==> config.mk <==
export PLATFORM = sky130hd
export DESIGN_NAME = player_ctrl
export DESIGN_NICKNAME = d
export VERILOG_FILES = /design/src/rtl/player_ctrl.sv
export SDC_FILE = /design/constraint.sdc
export NUM_CORES = 1
export LEC_CHECK = 0
export ABC_AREA = 1
export CAP_MARGIN = 10
export CELL_PAD_IN_SITES_DETAIL_PLACEMENT = 1
export CELL_PAD_IN_SITES_GLOBAL_PLACEMENT = 1
export CORE_MARGIN = 3
export CORE_UTILIZATION = 35
export CTS_BUF_LIST = sky130_fd_sc_hd__clkbuf_4 sky130_fd_sc_hd__clkbuf_8
export DETAILED_ROUTE_END_ITERATION = 16
export MAX_ROUTING_LAYER = met4
export PLACE_DENSITY = 0.82
export RECOVER_POWER = 25
export REMOVE_ABC_BUFFERS = 1
export SETUP_SLACK_MARGIN = 0.4
export SLEW_MARGIN = 0
export SYNTH_ARGS = -nofsm -noshare
export SYNTH_HDL_FRONTEND = slang
export SYNTH_SLANG_ARGS = --single-unit
==> constraint.sdc <==
create_clock -name clk_in -period 2.1 [get_ports clk_in]
set_clock_uncertainty 0.1 [all_clocks]
set_input_delay 0.21 -clock clk_in [delete_from_list [all_inputs] [get_ports clk_in]]
set_output_delay 0.21 -clock clk_in [all_outputs]
set_load 0.05 [all_outputs]
==> src/rtl/player_ctrl.sv <==
// Player-side controller: button edges -> lane moves, jump physics per frame, sticky collision flag.
// Define DEBOUNCE_EN to put a DEBOUNCE_CYCLES counter debouncer on each button before edge detection.
module player_ctrl #(
   parameter int H_W             = 8,
   parameter int JUMP_V          = 12,
   parameter int GRAVITY         = 1,
   parameter int CLEAR_H         = 16,
   parameter int DEBOUNCE_CYCLES = 65000
) (
   input  logic           clk_in,
   input  logic           rst_in,
   input  logic           pulse,
   input  logic           btn_left,
   input  logic           btn_right,
   input  logic           btn_up,
   input  logic           playing,
   input  logic           reset_game,
   input  logic           obs_at_player,
   input  logic [1:0]     obs_lane,
   input  logic           obs_jumpable,
   output logic [1:0]     lane,
   output logic           jump,
   output logic [H_W-1:0] height,
   output logic           died
);

   typedef enum logic {S_GROUND, S_AIR} jump_state_t;

   localparam logic signed [H_W-1:0] L_JUMP_V  = H_W'(JUMP_V);
   localparam logic signed [H_W-1:0] L_GRAVITY = H_W'(GRAVITY);
   localparam logic [H_W-1:0]        L_CLEAR_H = H_W'(CLEAR_H);

   jump_state_t            r_state;
   logic [1:0]             r_lane;
   logic [H_W-1:0]         r_height;
   logic signed [H_W-1:0]  r_vel;
   logic                   r_died;
   logic [2:0]             r_btn_prev;

   logic [2:0]             w_btn_raw;
   logic [2:0]             w_btn_lvl;
   logic [2:0]             w_btn_edge;
   logic                   w_edge_l;
   logic                   w_edge_r;
   logic                   w_edge_up;
   logic signed [H_W:0]    w_nxt;
   logic                   w_land;
   logic                   w_hit;

   // Bit order: 0 = left, 1 = right, 2 = up.
   assign w_btn_raw = {btn_up, btn_right, btn_left};

`ifdef DEBOUNCE_EN
   localparam int DB_W = $clog2(DEBOUNCE_CYCLES + 1);

   genvar gi;
   generate
      for (gi = 0; gi < 3; gi++) begin : g_db
         logic [DB_W-1:0] r_cnt;
         logic            r_lvl;

         // Any cycle matching the current level restarts the stability count.
         always_ff @(posedge clk_in) begin
            if (!rst_in) begin
               r_cnt <= '0;
               r_lvl <= 1'b0;
            end else if (w_btn_raw[gi] == r_lvl) begin
               r_cnt <= '0;
            end else if (r_cnt == DB_W'(DEBOUNCE_CYCLES - 1)) begin
               r_cnt <= '0;
               r_lvl <= w_btn_raw[gi];
            end else begin
               r_cnt <= r_cnt + 1'b1;
            end
         end

         assign w_btn_lvl[gi] = r_lvl;
      end
   endgenerate
`else
   assign w_btn_lvl = w_btn_raw;
`endif

   always_ff @(posedge clk_in) begin
      if (!rst_in) begin
         r_btn_prev <= '0;
      end else begin
         r_btn_prev <= w_btn_lvl;
      end
   end

   assign w_btn_edge = w_btn_lvl & ~r_btn_prev;
   assign w_edge_l   = w_btn_edge[0];
   assign w_edge_r   = w_btn_edge[1];
   assign w_edge_up  = w_btn_edge[2];

   // Height is unsigned, velocity signed; one extra bit lets a landing show up as <= 0.
   assign w_nxt  = $signed({1'b0, r_height}) + $signed({r_vel[H_W-1], r_vel});
   assign w_land = w_nxt[H_W] || (w_nxt == '0);

   assign w_hit = obs_at_player && (obs_lane == r_lane) &&
                  !(obs_jumpable && (r_height >= L_CLEAR_H));

   always_ff @(posedge clk_in) begin
      if (!rst_in || reset_game) begin
         r_state  <= S_GROUND;
         r_lane   <= 2'd1;
         r_height <= '0;
         r_vel    <= '0;
         r_died   <= 1'b0;
      end else if (playing) begin
         if (pulse && w_hit) begin
            r_died <= 1'b1;
         end

         if (w_edge_l && !w_edge_r && (r_lane != 2'd0)) begin
            r_lane <= r_lane - 2'd1;
         end else if (w_edge_r && !w_edge_l && (r_lane != 2'd2)) begin
            r_lane <= r_lane + 2'd1;
         end

         case (r_state)
            S_GROUND: begin
               if (w_edge_up) begin
                  r_state <= S_AIR;
                  r_vel   <= L_JUMP_V;
               end
            end
            S_AIR: begin
               if (pulse) begin
                  r_vel <= r_vel - L_GRAVITY;
                  if (w_land) begin
                     r_state  <= S_GROUND;
                     r_height <= '0;
                     r_vel    <= '0;
                  end else begin
                     r_height <= w_nxt[H_W-1:0];
                  end
               end
            end
            default: r_state <= S_GROUND;
         endcase
      end
   end

   assign lane   = r_lane;
   assign height = r_height;
   assign died   = r_died;
   // Outside PLAYING the FSM watches jump for its start/restart handshake.
   assign jump   = playing ? (r_state == S_AIR) : w_btn_lvl[2];

endmodule
After elaboration in Yosys (flattened, before gate mapping) --
Cells that the tools add are included.
Word-level totals: bits in registers 23, input port bits 12, output and inout port bits 12
Operators by class: $add $sub $neg 4, $lt $le $gt $ge 1, equality and inequality tests 4, muxes and demuxes 12, bitwise logic cells 3, reductions and logical operators 21
Operators by type and width (number):
- $mux W8 | 4
- $pmux W8 S2 | 1
- $add A9 B8 Y9 | 1
- $logic_not A9 Y1 | 1
- $ge A8 B5 Y1 const B | 1
- $logic_and A1 B1 Y1 | 8
- $sub A8 B2 Y8 const B | 1
- $ne A2 B2 Y1 const B | 3
- $reduce_and A3 Y1 | 2
- $logic_not A1 Y1 | 4
- $mux W1 | 4
- $mux W2 | 2
- $reduce_and A2 Y1 | 2
- $reduce_bool A2 Y1 | 2
- $and A3 B3 Y3 | 1
- $not A3 Y3 | 1
- $add A2 B1 Y2 const B | 1
- $eq A2 B2 Y1 | 1
- $logic_or A1 B1 Y1 | 2
- $pmux W1 S2 | 1
- $sub A2 B1 Y2 const B | 1
- $not A1 Y1 | 1

Logic depth before layout (Yosys ltp) --
word-level depth 7, depth in mapped cells 16, mapped depth without buffers 16

Least setup slack after synthesis --
Ideal clock, no wire load.
path type register to register, start point register r_height[0], in the netlist height[0], end point register r_height[1], in the netlist height[1], library setup time 0.118 ns, data arrival time 2.199 ns, required time 1.882 ns, path slack -0.317 ns, cell stages (with the launch flop) 16, period minus slack after synthesis 2.417 ns, cell sequence dfxtp_1 > ha_1 > inv_1 > fa_1 > inv_1 > nand2_1 > nand2_1 > nand3_1 > nand3_1 > nand2_1 > nor2_1 > nand2_1 > nand2_2 > nand2_2 > nand2_4 > nor2_1
Between the ends: cells in the longest elaborated chain, start to end 4
Ends and longest elaborated chain:
- start, declared | RTL line 35 | logic [H_W-1:0] r_height;
- start signal, assigned | RTL line 137 | r_height <= w_nxt[H_W-1:0];
- $add A9 B8 Y9 (*) | RTL line 98 | assign w_nxt = $signed({1'b0, r_height}) + $signed({r_vel[H_W-1], r_vel});
- $logic_not A9 Y1 | RTL line 99 | assign w_land = w_nxt[H_W] || (w_nxt == '0);
- $logic_or A1 B1 Y1 | RTL line 99
- $mux W8 (*) | RTL line 132 | if (w_land) begin
Every way passes the cells marked *; elsewhere a longest branch is shown, timed or not. A chain may end at the register's enable or synchronous reset.

Worst setup path after layout --
start point register r_height[0], in the netlist height[0], end point register r_vel[4]
Between the ends: cells in the longest elaborated chain, start to end 6
Ends and longest elaborated chain:
- $add A9 B8 Y9 (*) | RTL line 98
- $logic_not A9 Y1 | RTL line 99
- $logic_or A1 B1 Y1 (*) | RTL line 99
- $mux W8 (*) | RTL line 132
- $mux W8 (*) | RTL line 130 | if (pulse) begin
- $pmux W8 S2 (*) | RTL line 122 | case (r_state)
- end signal, assigned | RTL line 131 | r_vel <= r_vel - L_GRAVITY;
- end, declared | RTL line 36 | logic signed [H_W-1:0] r_vel;
Every way passes the cells marked *; elsewhere a longest branch is shown, timed or not. The select of a mux whose other input is x is not followed.

==> results by group <==
Outcome
  – Status: complete, but fails checks
  – Violated checks: negative setup slack

Drt
  – Iteration count of the initial detailed-routing pass: 4
  – Detail-routed via count per cell: 4.99
  – DR vias: 1686
  – First DRT Iteration DRCs: 67
  – Routed len/inst: 14.9 um
  – Number of routed nets with antenna violations: 0
  – Routed Wire Length: 5040 um
  – # DRC: 0

Critical path
  – Worst path cell trace: ha_4 -> inv_2 -> fa_2 -> inv_2 -> nand2_2 -> nand2_4 -> nand3_4 -> nand2_2 -> nand2_2 -> nand2_4 -> nor2_4 -> nand2_2 -> buf_6 -> nand3_1 -> a21oi_2
  – CP endpoint kind: flip-flop
  – CP required: 2.18 ns
  – Data arrival time of the worst path: 2.24 ns
  – Setup CP Type: reg2reg
  – Slowest cell on crit path: dfxtp_2
  – CP Buf/Inv Count: 3
  – Most frequent CP cell: nand2_2
  – Top delay family on crit path: simple AND/OR/NAND/NOR gates
  – Worst-path fanout max: 5
  – Startpoint Class: flip-flop
  – Slowest stage delay, CP: 0.37 ns

CTS
  – Clock Tree Buf Depth: 2
  – Clock-pin slew on the worst setup and hold paths: 0.10 ns
  – Cts bufs inserted: 3
  – Clk sink count: 23
  – Worst-skew pair later-pin latency: 0.27 ns
  – Root Buffer: clkbuf_8
  – H-tree levels: 1
  – Cts hold-fix bufs: 0
  – CTS tree: yes

Global route
  – Met3 usage: 0.0222
  – Vias in the first global route: 1747
  – GRT busiest layer: met2
  – Total GRT Usage: 0.200
  – First-pass GRT wire length: 8010 um
  – Met1 Use GR: 0.240
  – Largest net degree at the start of global routing: 13
  – Met2 global-route usage: 0.354
  – Remaining Overflow, GRT: 0
  – Initial antenna violation count: 0

Logic synthesis
  – Compound-Gate Fraction of Synth Area: 0.140
  – Post-Syn Instances: 238
  – Fraction of registers with async set/reset: 0
  – Distinct cells, synth: 26
  – Sequential area share after synthesis: 0.300
  – Largest family of logic cells by synthesized area: simple AND/OR/NAND/NOR gates
  – Mux cell area share after synthesis: 0.00653
  – Post-Synth Adder-Cell Area: 0.0865
  – Syn avg cell area: 6.45 um^2
  – Post-synthesis sequential element count: 23
  – Synth Area in XOR/XNOR: 0.0465
  – Top_reg_cell synth: dfxtp_1
  – Synthesis Warnings: 0
  – Synthesized area: 1530 um^2
  – Post-Synth Simple-Gate Area: 0.309
  – EDFF count, synth: 0

Place
  – Placed cells: 326
  – PortBufs: 23
  – Placer Congestion: 0.781
  – Placed cell areas: 1960 um^2
  – Post-DP HPWL: 3550 um

Finish
  – # fillers: 525
  – Final #Nets: 311
  – Most common cell after layout, fill and taps aside: nand2_1
  – Non-Filler Instances: 338
  – Final core utilization: 0.540
  – Area Growth Syn to Fin: 44.9%
  – Design Area, Final: 2220 um^2
  – ANT cells: 0
  – Fraction of layout cells with a size suffix above 1: 0.267
  – Most frequent cells in the layout: nand2_1, inv_1, nor2_1, buf_4, dfxtp_1

Timing
  – Setup violators final: 11
  – RSZ-0062 raised after global routing: yes
  – Final Hold Fails: 0
  – Setup WS post-layout: -0.0509 ns
  – FMAX: 465 MHz
  – Hold_ws: 0.386 ns
  – Crit path time final: 2.15 ns
  – Final Max Slew Viols: 0
  – Relative slew slack: 0.485
  – Final Cycle Share: 1.02
  – Worst-Margin Slew: 0.769 ns

Floorplan
  – DIE AREA: 5210 um^2
  – FP Rows: 23
  – Die H: 72.2 um
  – Core Area: 4120 um^2
  – Ports: 24
  – Starting density of the core: 0.373
  – Die W: 72.2 um

Power
  – Pwr per Cell Area: 403 nW/um^2
  – Pwr Total: 0.896 mW
  – VDD IR max: 0.223 mV
  – LEAKAGE: 1.06 nW

Flow run
  – Maxcap violations: 0

Min path
  – Worst hold path type: reg2reg
metrics by stage:
step / setup WS, ns / TNS (ns)
3_3_place_gp: -0.0639 / -0.717
3_5_place_dp: -0.157 / -1.93
4_1_cts: 0.0246 / 0
5_1_grt: -0.198 / -2.34
2_1_floorplan: -0.353 / -4.71
6_report: -0.0509 / -0.207
path summary, 6_finish.rpt:
kind,cells past startpoint,slack (ns),from,to
min reg2reg,2,0.39,died$_SDFFE_PP0P_,died$_SDFFE_PP0P_
max,15,-0.05,height[0]$_SDFFE_PP0P_,r_vel[4]$_SDFFE_PP0P_
min,2,0.39,died$_SDFFE_PP0P_,died$_SDFFE_PP0P_
max reg2reg,15,-0.05,height[0]$_SDFFE_PP0P_,r_vel[4]$_SDFFE_PP0P_
registers in the layout, indices dropped and copies added (netlist names):
register / flops
r_vel: 8
lane: 2
r_btn_prev: 3
height: 8
r_state: 1
died: 1
cells in the mapped netlist, types with 2 or more instances:
cell | n | area [um^2]
clkbuf_1 | 2 | 7.51
nand2_1 | 57 | 214
dfxtp_1 | 23 | 460
inv_1 | 42 | 158
xnor2_1 | 3 | 26.3
o21ai_0 | 13 | 65.1
nor2_1 | 30 | 113
nand2_2 | 3 | 18.8
o21a_1 | 3 | 22.5
xor2_1 | 2 | 17.5
a21oi_1 | 17 | 85.1
nand3_1 | 20 | 100
ha_1 | 9 | 113
o22ai_1 | 2 | 12.5
power breakdown:
part / switching (mW) / total, mW / leakage [nW] / internal [mW]
Clock: 0.153 / 0.302 / 0.0262 / 0.149
Sequential: 0.00719 / 0.451 / 0.189 / 0.443
Combinational: 0.0812 / 0.144 / 0.845 / 0.0627
Total: 0.241 / 0.896 / 1.06 / 0.655
tightest hold or removal path, stage by stage (launching register included):
cell and delay, ns:
dfxtp_1 0.31, inv_1 0.06, a21oi_1 0.07
layout make-up:
cell class	count	area, um^2	area share
timing repair buffer	49	434	0.195
multi-input combinational	170	1050	0.474
clock buffer	4	48.8	0.0220
tap	50	62.6	0.0282
sequential	23	467	0.210
inverter	42	158	0.0709
logic make-up after synthesis:
group           count (synthesis)
mux                             1
fa+ha+maj                      10
compound gates                 39
flops                          23
xor+xnor                        6
buf+inv                        45
simple gates                  114
timing repair:
action / CTS / global route
buffers inserted: 7 / 1
endpoints found under the setup margin: 28 / 19
pin swaps: 4 / 5
gates resized for setup: 34 / 30
layer usage:
metal	vias up	share of wire
li1	855	-
met1	809	0.46
met2	16	0.51
met3	6	0.019
met4	0	0.012
met5	-	0
No activity file was read; power rests on OpenSTA's default activity.
